**config.mk**
```make
export PLATFORM = sky130hd
export DESIGN_NAME = mem_check_monitor
export DESIGN_NICKNAME = d
export VERILOG_FILES = /design/src/rtl/mem_mon_pkg.sv /design/src/rtl/mon_led_blink.sv /design/src/rtl/mem_check_monitor.sv
export SDC_FILE = /design/constraint.sdc
export NUM_CORES = 1
export LEC_CHECK = 0
export CAP_MARGIN = 20
export CORE_AREA = 2 2 422 424
export DETAILED_ROUTE_END_ITERATION = 8
export DIE_AREA = 0 0 424 426
export GPL_ROUTABILITY_DRIVEN = 0
export PLACE_DENSITY = 0.3
export SYNTH_ARGS = -nofsm -noshare
export SYNTH_HDL_FRONTEND = slang
export SYNTH_SLANG_ARGS = --single-unit
```
**constraint.sdc**
```tcl
create_clock -name axi_clk -period 2.73 [get_ports axi_clk]
set_input_delay 0.4095 -clock axi_clk [delete_from_list [all_inputs] [get_ports axi_clk]]
set_output_delay 0.4095 -clock axi_clk [all_outputs]
set_load 0.03 [all_outputs]
```
**src/rtl/mem_mon_pkg.sv**
```systemverilog
// Shared types and constants for the memory-checker result monitor.
package mem_mon_pkg;

    // Monitor state encoding, visible to VIO as state_o
    typedef enum logic [1:0] {
        MON_IDLE = 2'd0,
        MON_RUN  = 2'd1,
        MON_PASS = 2'd2,
        MON_FAIL = 2'd3
    } mon_state_t;

    // Fast blink taps this many bits below the divider MSB
    localparam int unsigned FAST_TAP_OFS = 3;

endpackage : mem_mon_pkg

```
**src/rtl/mon_led_blink.sv**
```systemverilog
// Free-running divider and state-to-LED mux for the monitor status LED.
module mon_led_blink
    import mem_mon_pkg::*;
#(
    parameter int unsigned BLINK_DIV = 24
) (
    input  logic       axi_clk,
    input  logic       rstn,
    input  mon_state_t state,
    output logic       led
);

    localparam int unsigned SLOW_TAP = BLINK_DIV - 1;
    localparam int unsigned FAST_TAP = BLINK_DIV - 1 - FAST_TAP_OFS;

    logic [BLINK_DIV-1:0] div_q;
    logic                 led_d;

    // Divider runs regardless of state so blink phase never stalls
    always_ff @(posedge axi_clk or negedge rstn) begin
        if (!rstn) begin
            div_q <= '0;
        end else begin
            div_q <= div_q + BLINK_DIV'(1);
        end
    end

    // Select the LED pattern for the state being entered
    always_comb begin
        led_d = 1'b0;
        case (state)
            MON_IDLE: led_d = 1'b0;
            MON_RUN:  led_d = div_q[SLOW_TAP];
            MON_PASS: led_d = 1'b1;
            MON_FAIL: led_d = div_q[FAST_TAP];
            default:  led_d = 1'b0;
        endcase
    end

    // Registered LED drive
    always_ff @(posedge axi_clk or negedge rstn) begin
        if (!rstn) begin
            led <= 1'b0;
        end else begin
            led <= led_d;
        end
    end

endmodule : mon_led_blink

```
**src/rtl/mem_check_monitor.sv**
```systemverilog
// Result monitor downstream of a DDR memory checker: test state, mismatch
// count, run time, timeout, first-failure snapshot and status LED.
// Define MEM_MON_SNAPSHOT_EN to build the first_exp/first_det snapshot flops.
module mem_check_monitor
    import mem_mon_pkg::*;
#(
    parameter int unsigned DATA_W    = 256,
    parameter int unsigned CNT_W     = 16,
    parameter int unsigned TIME_W    = 32,
    parameter int unsigned BLINK_DIV = 24
) (
    input  logic              axi_clk,
    input  logic              rstn,
    input  logic              start,
    input  logic              clr,
    input  logic              fail_i,
    input  logic              done_i,
    input  logic [DATA_W-1:0] rdata_exp_i,
    input  logic [DATA_W-1:0] rdata_det_i,
    output logic [1:0]        state_o,
    output logic [CNT_W-1:0]  err_cnt,
    output logic [TIME_W-1:0] run_cycles,
    output logic              timeout,
    output logic [DATA_W-1:0] first_exp,
    output logic [DATA_W-1:0] first_det,
    output logic              led_status
);

    mon_state_t state_q;
    mon_state_t state_d;
    logic       fail_q;
    logic       done_q;
    logic       fail_edge_c;
    logic       done_edge_c;
    logic       count_fail_c;
    logic       run_max_c;
    logic       err_max_c;
    logic       timeout_set_c;

    assign fail_edge_c  = fail_i & ~fail_q;
    assign done_edge_c  = done_i & ~done_q;
    assign count_fail_c = fail_edge_c && (state_q != MON_IDLE);
    assign run_max_c    = (run_cycles == {TIME_W{1'b1}});
    assign err_max_c    = (err_cnt == {CNT_W{1'b1}});
    assign state_o      = state_q;

    // Edge-detect history; cleared by clr so a held flag re-arms
    always_ff @(posedge axi_clk or negedge rstn) begin
        if (!rstn) begin
            fail_q <= 1'b0;
            done_q <= 1'b0;
        end else if (clr) begin
            fail_q <= 1'b0;
            done_q <= 1'b0;
        end else begin
            fail_q <= fail_i;
            done_q <= done_i;
        end
    end

    // State register
    always_ff @(posedge axi_clk or negedge rstn) begin
        if (!rstn) begin
            state_q <= MON_IDLE;
        end else begin
            state_q <= state_d;
        end
    end

    // Next state: clr first, then fail edge, timeout, clean done
    always_comb begin
        state_d       = state_q;
        timeout_set_c = 1'b0;
        if (clr) begin
            state_d = MON_IDLE;
        end else begin
            case (state_q)
                MON_IDLE: begin
                    if (start) state_d = MON_RUN;
                end
                MON_RUN: begin
                    if (fail_edge_c) begin
                        state_d = MON_FAIL;
                    end else if (run_max_c) begin
                        state_d       = MON_FAIL;
                        timeout_set_c = 1'b1;
                    end else if (done_edge_c && (err_cnt == '0)) begin
                        state_d = MON_PASS;
                    end
                end
                MON_PASS: begin
                    if (fail_edge_c) state_d = MON_FAIL;
                end
                MON_FAIL: state_d = MON_FAIL;
                default:  state_d = MON_IDLE;
            endcase
        end
    end

    // Saturating mismatch count, run-cycle count and sticky timeout
    always_ff @(posedge axi_clk or negedge rstn) begin
        if (!rstn) begin
            err_cnt    <= '0;
            run_cycles <= '0;
            timeout    <= 1'b0;
        end else if (clr) begin
            err_cnt    <= '0;
            run_cycles <= '0;
            timeout    <= 1'b0;
        end else begin
            if (count_fail_c && !err_max_c) err_cnt <= err_cnt + CNT_W'(1);
            if ((state_q == MON_RUN) && !run_max_c) run_cycles <= run_cycles + TIME_W'(1);
            if (timeout_set_c) timeout <= 1'b1;
        end
    end

`ifdef MEM_MON_SNAPSHOT_EN
    logic snap_c;
    assign snap_c = count_fail_c && (err_cnt == '0);

    // Capture the data observed with the first counted fail edge
    always_ff @(posedge axi_clk or negedge rstn) begin
        if (!rstn) begin
            first_exp <= '0;
            first_det <= '0;
        end else if (clr) begin
            first_exp <= '0;
            first_det <= '0;
        end else if (snap_c) begin
            first_exp <= rdata_exp_i;
            first_det <= rdata_det_i;
        end
    end
`else
    logic unused_rdata;
    assign unused_rdata = ^{rdata_exp_i, rdata_det_i};
    assign first_exp    = '0;
    assign first_det    = '0;
`endif

    // LED follows the state being entered so it switches with state_o
    mon_led_blink #(
        .BLINK_DIV (BLINK_DIV)
    ) u_led (
        .axi_clk (axi_clk),
        .rstn    (rstn),
        .state   (state_d),
        .led     (led_status)
    );

endmodule : mem_check_monitor

```
# After elaboration in Yosys (flattened, before gate mapping)
# Cells that the tools add are included.
[word_totals]
register_bits = 78
out_inout_bits = 564
elab_cells = 56
[op_classes]
n_addsub = 3
n_eq_ne = 8
mux = 20
n_bitwise = 4
reduce_logical = 13
[ops]
columns = ["cell", "count"]
rows = [
  ["2-to-1 mux 32 bit", 2],
  ["adder 32 x 1 -> 32 bit, second input constant", 1],
  ["equality test 32 bit, second input constant", 1],
  ["2-to-1 mux 16 bit", 2],
  ["adder 24 x 1 -> 24 bit, second input constant", 1],
  ["adder 16 x 1 -> 16 bit, second input constant", 1],
  ["equality test 16 bit, second input constant", 1],
  ["zero test 16 bit", 1],
  ["2-to-1 mux 2 bit", 6],
  ["equality test 2 bit, second input constant", 4],
  ["2-to-1 mux 1 bit", 8],
  ["case mux 2 bit (4 select lines)", 1],
  ["nonzero test 2 bit", 4],
  ["equality test 2 x 1 -> 1 bit, second input constant", 2],
  ["logical AND 1 bit", 4],
  ["zero test 2 bit", 2],
  ["case mux 1 bit (4 select lines)", 1],
  ["AND 1 bit", 2],
  ["zero test 1 bit", 2],
  ["NOT 1 bit", 2],
]

# Logic depth before layout (Yosys ltp)
# Gate-level depths: netlist of run 1.
[depth]
ltp_word = 10
mapped_depth = 8

# Cells and area by module
# A second synthesis of run 1 with hierarchy kept.
[hier_totals]
hier_cells = 930
area_unflattened_um2 = 7921.3
[by_module_without_submodules]
columns = ["module", "n_inst", "cells_each", "area_per_inst_um2"]
rows = [
  ["mem_check_monitor", 1, 843, 6836.6],
  ["mon_led_blink", 1, 87, 1084.8],
]

# Worst setup path after synthesis of run 1
# OpenSTA, ideal clock, no wires.
[synth_path]
kind = "flip-flop to flip-flop"
from = "reg run_cycles[3]"
to = "reg run_cycles[23]"
setup_ps = 125
t_arrival_ps = 2323
path_slack_ps = 282
path_stages_with_launch = 8
n_path_buf = 2
path_cell_list = "dfrtp_1 -> nand4_2 -> or4_1 -> buf_4 -> o31ai_4 -> buf_6 -> nor4_1 -> mux2_4"
[synth_between]
elab_chain_cells = 4
[synth_rtl]
columns = ["item", "line_no", "text"]
rows = [
  ["from (decl)", "mem_check_monitor.sv:22", "output logic [TIME_W-1:0] run_cycles,"],
  ["from (signal assigned)", "mem_check_monitor.sv:112", "if ((state_q == MON_RUN) && !run_max_c) run_cycles <= run_cycles + TIME_W'(1);"],
  ["branches (longest 4 deep; another with adder 32 x 1 -> 32 bit)", "--", ""],
]
# Several ways; the timed one is not identified. The select of a mux whose other input is x is not followed.
# A chain may end at the register's enable or synchronous reset.

# Worst setup path in the final report of run 1
[layout_path]
from = "reg run_cycles[4]"
to = "reg run_cycles[27]"
# Same word-level chain as after synthesis.

==> results by group, run 1 <==
Timing
  • Worst slew pin tran: 638.6 ps
  • RSZ-0062 raised after global routing: false
  • F_max: 406.3 MHz
  • Min Clock Period, post-route: 2461 ps
  • Hold violation total from the final report: 0
  • Normalized max-slew margin: 56.97%
  • Endpoints failing setup: 0
  • Final worst-path cycle share: 90.16%
  • Final hold slack: 45.64 ps
  • Worst Skew: 11.61 ps
  • Final TNS setup: 0 ps
  • Pins over their slew limit: 0
  • Final worst setup slack: 268.7 ps

Critical path
  • Worst EP required: ~3000 ps
  • Reg2Reg Launch Point: run_cycles[4]
  • Reg-to-Reg End: run_cycles[27]
  • Critical Path Source: run_cycles[4]
  • Crit-path max FO: 6
  • CP arrival: 2680 ps
  • Crit path capture: run_cycles[27]
  • Startpoint Class: flop
  • Crit path kind: reg -> reg
  • Worst Reg2Reg Path Length in Cells: 5
  • Reg2Reg Setup Slack: about 270 ps
  • CP Capture Type: flop

Detailed routing
  • # DRC: 0
  • Vias per std cell: 1.336
  • Post-DR wirelength/cell: 5.708 um
  • Drt initial violations: roughly 180
  • Final wirelength: 19,000 um
  • DR pass1 iterations: 4
  • Antenna viol nets, final: 0
  • Vias: 4,448

Clock network
  • CTS tree: done
  • Maximum clock path buffer count: 2
  • CTS Root Cell: clkbuf_16
  • CTS Hold Bufs: 0
  • Clock Latency Late Sink: 350 ps
  • TritonCTS Buffers: 9
  • Clk sinks: 78
  • Post-cts repair resize count: 0
  • Clk pin slew, worst setup/hold paths: 60 ps
  • Post-CTS Setup Bufs: 0
  • H-tree levels: 3

Synth
  • Yosys cell types: 48
  • Synth Cell Area: 7889 um2
  • Synth Register Bits: between 70 and 80
  • Post-synth EDFFs: 0
  • Synth Flop Type: dfrtp_1
  • Post-Syn Area per Cell: 8.612 um2
  • Synth warnings: 0
  • FFs w/ async S/R, synth: 100.0%
  • Cells after Synth: 916
  • Sequential area share after synthesis: 24.74%

Floorplan
  • Rows: 154
  • # IOs: 1,082
  • DIE WIDTH: 424 um
  • Die height: 426 um
  • Starting density of the core: 4.489%
  • Area of the die: 180,600 um2
  • Core Box Area: 175,700 um2

Cells and area
  • Most common cell after layout, fill and taps aside: conb_1
  • Area grow syn2layout: 24.52%
  • Most frequent cells in the layout: conb_1, dfrtp_1, clkdlybuf4s50_1
  • Post-Layout Inst Area: ~9800 um2
  • Layout cells sized above 1: 5.561%
  • Number of diodes: 0
  • Nets: 1,507
  • Fill cells: 20,830

Power
  • Pwr dens: 364.4 nW/um2
  • VDD IR max: 0.2674 mV
  • Leak pwr: 3.701 nW

Run status
  • Status: complete, no violations

Placed design
  • Detail Placement HPWL: 15,420 um
  • IO Port Bufs: 57
  • DP Area: about 9500 um2
  • Pre-CTS setup slack: 258.5 ps

Global routing
  • First-pass GRT wire length: 24,630 um
  • Initial antenna violation count: 1
  • Vias in the first global route: around 3,400
  • Largest net degree at the start of global routing: 61
  • Gr ovfl total: 0
  • Total Routing Usage GR: 1.864%

Run
  • Max-cap violations: 0

Hold path
  • Hold crit path type: in -> async
[power by group]
group / switching (mW) / leakage [nW] / internal (mW)
clock network: 0.505 / 0.152 / 0.792
logic: 1.04 / 2.48 / 0.0587
registers: 0.0145 / 1.07 / 1.17
total: 1.56 / 3.70 / 2.02
[flip-flops by register name, summed over array words and instances, names as in the netlist]
register,cells
u_led.div_q,24
fail_q,1
timeout,1
run_cycles,32
state_o,2
err_cnt,16
done_q,1
u_led.led,1
[through the flow]
step / utilization (%) / total power [mW] / instances
after global routing: 5.590 / 3.755 / 3329
after detailed placement: 5.417 / 2.290 / 3314
final: 5.590 / 3.580 / 3329
after floorplan: - / 2.765 / 1427
after CTS: 5.590 / 3.617 / 3329
after global placement: 5.417 / 2.292 / 3314
[how the worst min path moves through the flow]
stage                endpoint
2_1_floorplan          done_q
3_3_place_gp   u_led.div_q[0]
3_5_place_dp   u_led.div_q[0]
4_1_cts        u_led.div_q[0]
5_1_grt        u_led.div_q[0]
6_report       u_led.div_q[0]
[critical path, cell delays in order, from the launching register on]
cell       delay, ps
dfrtp_1          430
nand4_2          220
or4_1            680
a2111oi_4        510
nand4_1          170
mux2_1           330
[cells in the mapped netlist (2+ instances only)]
library cell  count  area, um2
xor2_1            7      61.31
nand4b_1          2      17.52
o21ai_0          12      60.06
inv_1             9      33.78
a31o_2            2      17.52
nor3b_1           3      22.52
and3_1            4      25.02
mux2_4            2      30.03
o21a_1            2      15.01
clkbuf_1         13      48.80
or3_1            13      81.33
nor2b_1          10      62.56
mux2i_1           2      20.02
nor2_1           40      150.1
nor3_1           13      65.06
and2_1            5      31.28
o31ai_1           8      60.06
nand3_1          22      110.1
ha_1              4      50.05
mux2_1            2      22.52
o21ai_1           2      10.01
and4_1           13      113.9
dfrtp_1          78       1952
xnor2_1          34      297.8
or4_1            10      75.07
o31ai_4           2      42.54
nand2_1          22      82.58
nor4_1            5      31.28
buf_4           514       3859
nand4_1          19      118.9
nand2b_1          3      18.77
a21oi_1          23      115.1
[logic make-up after synthesis]
logic type      after synthesis  share of synthesized area [%]
simple gates                188                          13.28
xor+xnor                     41                          4.552
compound gates               60                          5.583
mux                           7                          1.063
flops                        78                          24.74
buf+inv                     537                          50.10
fa+ha+maj                     4                         0.6344
other cells                   1                        0.04754
[layout make-up]
type | count | area (um2) | share of cell area (%)
repair buffers | 75 | 703.2 | 7.158
inverters | 9 | 33.78 | 0.3439
clock inverters | 5 | 75.07 | 0.7642
multi-input cells | 812 | 3902 | 39.73
clock buffers | 10 | 229.0 | 2.331
flip-flops and latches | 78 | 1952 | 19.87
well taps | 2340 | 2928 | 29.81
[layer usage]
layer	share of wire, %	wire, um	global-route usage (%)
met5	0	0	0
met3	8.5	1615	0.9101
met2	53	10070	3.026
met1	38	7155	2.194
met4	0.87	165	0.4270
Note: power is estimated with default switching activity, not from simulation.
==> run 2, diff against run 1 <==
--- a/config.mk
+++ b/config.mk
@@ -7,9 +7,11 @@
 export LEC_CHECK = 0
 export CAP_MARGIN = 20
 export CORE_AREA = 2 2 422 424
+export CTS_CLUSTER_DIAMETER = 150
 export DETAILED_ROUTE_END_ITERATION = 8
 export DIE_AREA = 0 0 424 426
 export GPL_ROUTABILITY_DRIVEN = 0
+export MAX_ROUTING_LAYER = met4
 export PLACE_DENSITY = 0.3
 export SYNTH_ARGS = -nofsm -noshare
 export SYNTH_HDL_FRONTEND = slang
==> results by group, run 2 (synthesis gave the netlist of run 1 again) <==
Timing
  • F_max: around 410 MHz
  • Endpoints failing setup: 0
  • Min Clock Period, post-route: between 2000 and 2500 ps
  • Final worst-path cycle share: around nine tenths
  • Final worst setup slack: 267.1 ps
  • Hold violation total from the final report: 0
  • Final hold slack: 44.05 ps
  • Pins over their slew limit: 0
  • Final TNS setup: 0 ps
  • Normalized max-slew margin: 56.97%
  • Worst slew pin tran: 638.6 ps
  • RSZ-0062 raised after global routing: false
  • Worst Skew: 11.71 ps

Critical path
  • Worst EP required: between 2000 and 3000 ps
  • Reg2Reg Launch Point: run_cycles[4]
  • Reg2Reg Setup Slack: ~270 ps
  • CP Capture Type: flop
  • Startpoint Class: flop
  • Crit-path max FO: 6
  • CP arrival: 2680 ps
  • Worst Reg2Reg Path Length in Cells: 5
  • Reg-to-Reg End: run_cycles[27]
  • Crit path kind: reg -> reg

Cells and area
  • Nets: 1,507
  • Most common cell after layout, fill and taps aside: conb_1
  • Biggest register: run_cycles
  • Layout cells sized above 1: 5.561%
  • Fill cells: about 21,000
  • Post-Layout Inst Area: 9823 um2
  • Multi-input logic area: ~3900 um2
  • Max FFs per register: 32
  • Most frequent cells in the layout: conb_1, dfrtp_1, clkdlybuf4s50_1
  • Fin cells: 3,329
  • Reg area: 1952 um2
  • Layout Utilization: 5.590%
  • Top flop regs: run_cycles (32), u_led.div_q (24), err_cnt (16)
  • Area grow syn2layout: 24.52%
  • Number of diodes: 0

Power
  • Pwr dens: approximately 360 nW/um2
  • Pwr Total: about 3.6 mW
  • Leak pwr: 3.701 nW
  • VDD IR max: 0.2670 mV

Floorplan
  • Die height: 426 um
  • DIE WIDTH: 424 um
  • Core Box Area: 175,700 um2
  • Starting density of the core: 4.489%
  • Rows: 154
  • # IOs: about 1,100
  • Area of the die: 180,600 um2

Run status
  • Status: complete, no violations

Clock network
  • Post-cts repair resize count: 0
  • H-tree levels: 3
  • Post-CTS Setup Bufs: 0
  • TritonCTS Buffers: 9
  • Clk sinks: a little under 80
  • Clk pin slew, worst setup/hold paths: 60 ps
  • Clock Latency Late Sink: 350 ps
  • CTS Root Cell: clkbuf_16
  • Maximum clock path buffer count: 2
  • CTS tree: done
  • CTS Hold Bufs: 0

Placed design
  • IO Port Bufs: between 50 and 60
  • DP Area: approximately 9500 um2
  • Pre-CTS setup slack: 258.5 ps
  • DP Cell Count: 3,314
  • Detail Placement HPWL: 15,420 um

Detailed routing
  • Vias per std cell: 1.336
  • Vias: 4,447
  • Final wirelength: 18,980 um
  • Antenna viol nets, final: 0
  • # DRC: 0
  • DR pass1 iterations: 4
  • Drt initial violations: 185
  • Post-DR wirelength/cell: 5.700 um

Hold path
  • Hold crit path type: in -> async

Global routing
  • Vias in the first global route: 3,428
  • First-pass GRT wire length: about 25,000 um
  • Largest net degree at the start of global routing: 61
  • Initial antenna violation count: 1
  • Total Routing Usage GR: 1.922%
  • Gr ovfl total: 0

Run
  • Max-cap violations: 0
==> run 2: cell counts in the layout (fill, tap and decap cells not counted) <==
Identical to the previous run, type by type.
==> run 2: routing by layer <==
| metal | wire (um) | global-route usage [%] | up-vias | share of wire (%) |
|---|---|---|---|---|
| met1 | 7005 | 2.151 | 2169 | 37 |
| li1 | - | - | 2118 | - |
| met5 | 0 | - | - | 0 |
| met4 | 161 | 0.4270 | 0 | 0.85 |
| met2 | 10080 | 3.034 | 151 | 53 |
| met3 | 1729 | 0.9850 | 9 | 9.1 |
==> run 2: worst max-delay path by stage <==
stage                  startpoint             end  slack, ps  depth (start not counted)
CTS                 run_cycles[4]  run_cycles[27]        240                          5
global placement    run_cycles[4]  run_cycles[27]        280                          5
finish              run_cycles[4]  run_cycles[27]        270                          5
floorplan           run_cycles[3]  run_cycles[23]        280                          7
detailed placement  run_cycles[4]  run_cycles[27]        260                          5
global route        run_cycles[4]  run_cycles[27]         70                          5
==> run 2: area by class of cell <==
cell class,count,share of cell area (%)
inverter,9,0.3439
sequential,78,19.87
tap,2340,29.81
timing repair buffer,75,7.158
clock buffer,10,2.331
clock inverter,5,0.7642
multi-input combinational,812,39.73
==> run 2: where the power goes <==
part	internal (mW)	switching, mW	leakage, nW	total [mW]
Clock	0.792	0.503	0.152	1.29
Sequential	1.17	0.0144	1.07	1.18
Combinational	0.0587	1.04	2.48	1.10
Total	2.02	1.56	3.70	3.58
==> run 2: worst max-delay path, stage by stage (launching register included) <==
cell,delay [ps]
dfrtp_1,430
nand4_2,220
or4_1,680
a2111oi_4,510
nand4_1,170
mux2_1,330
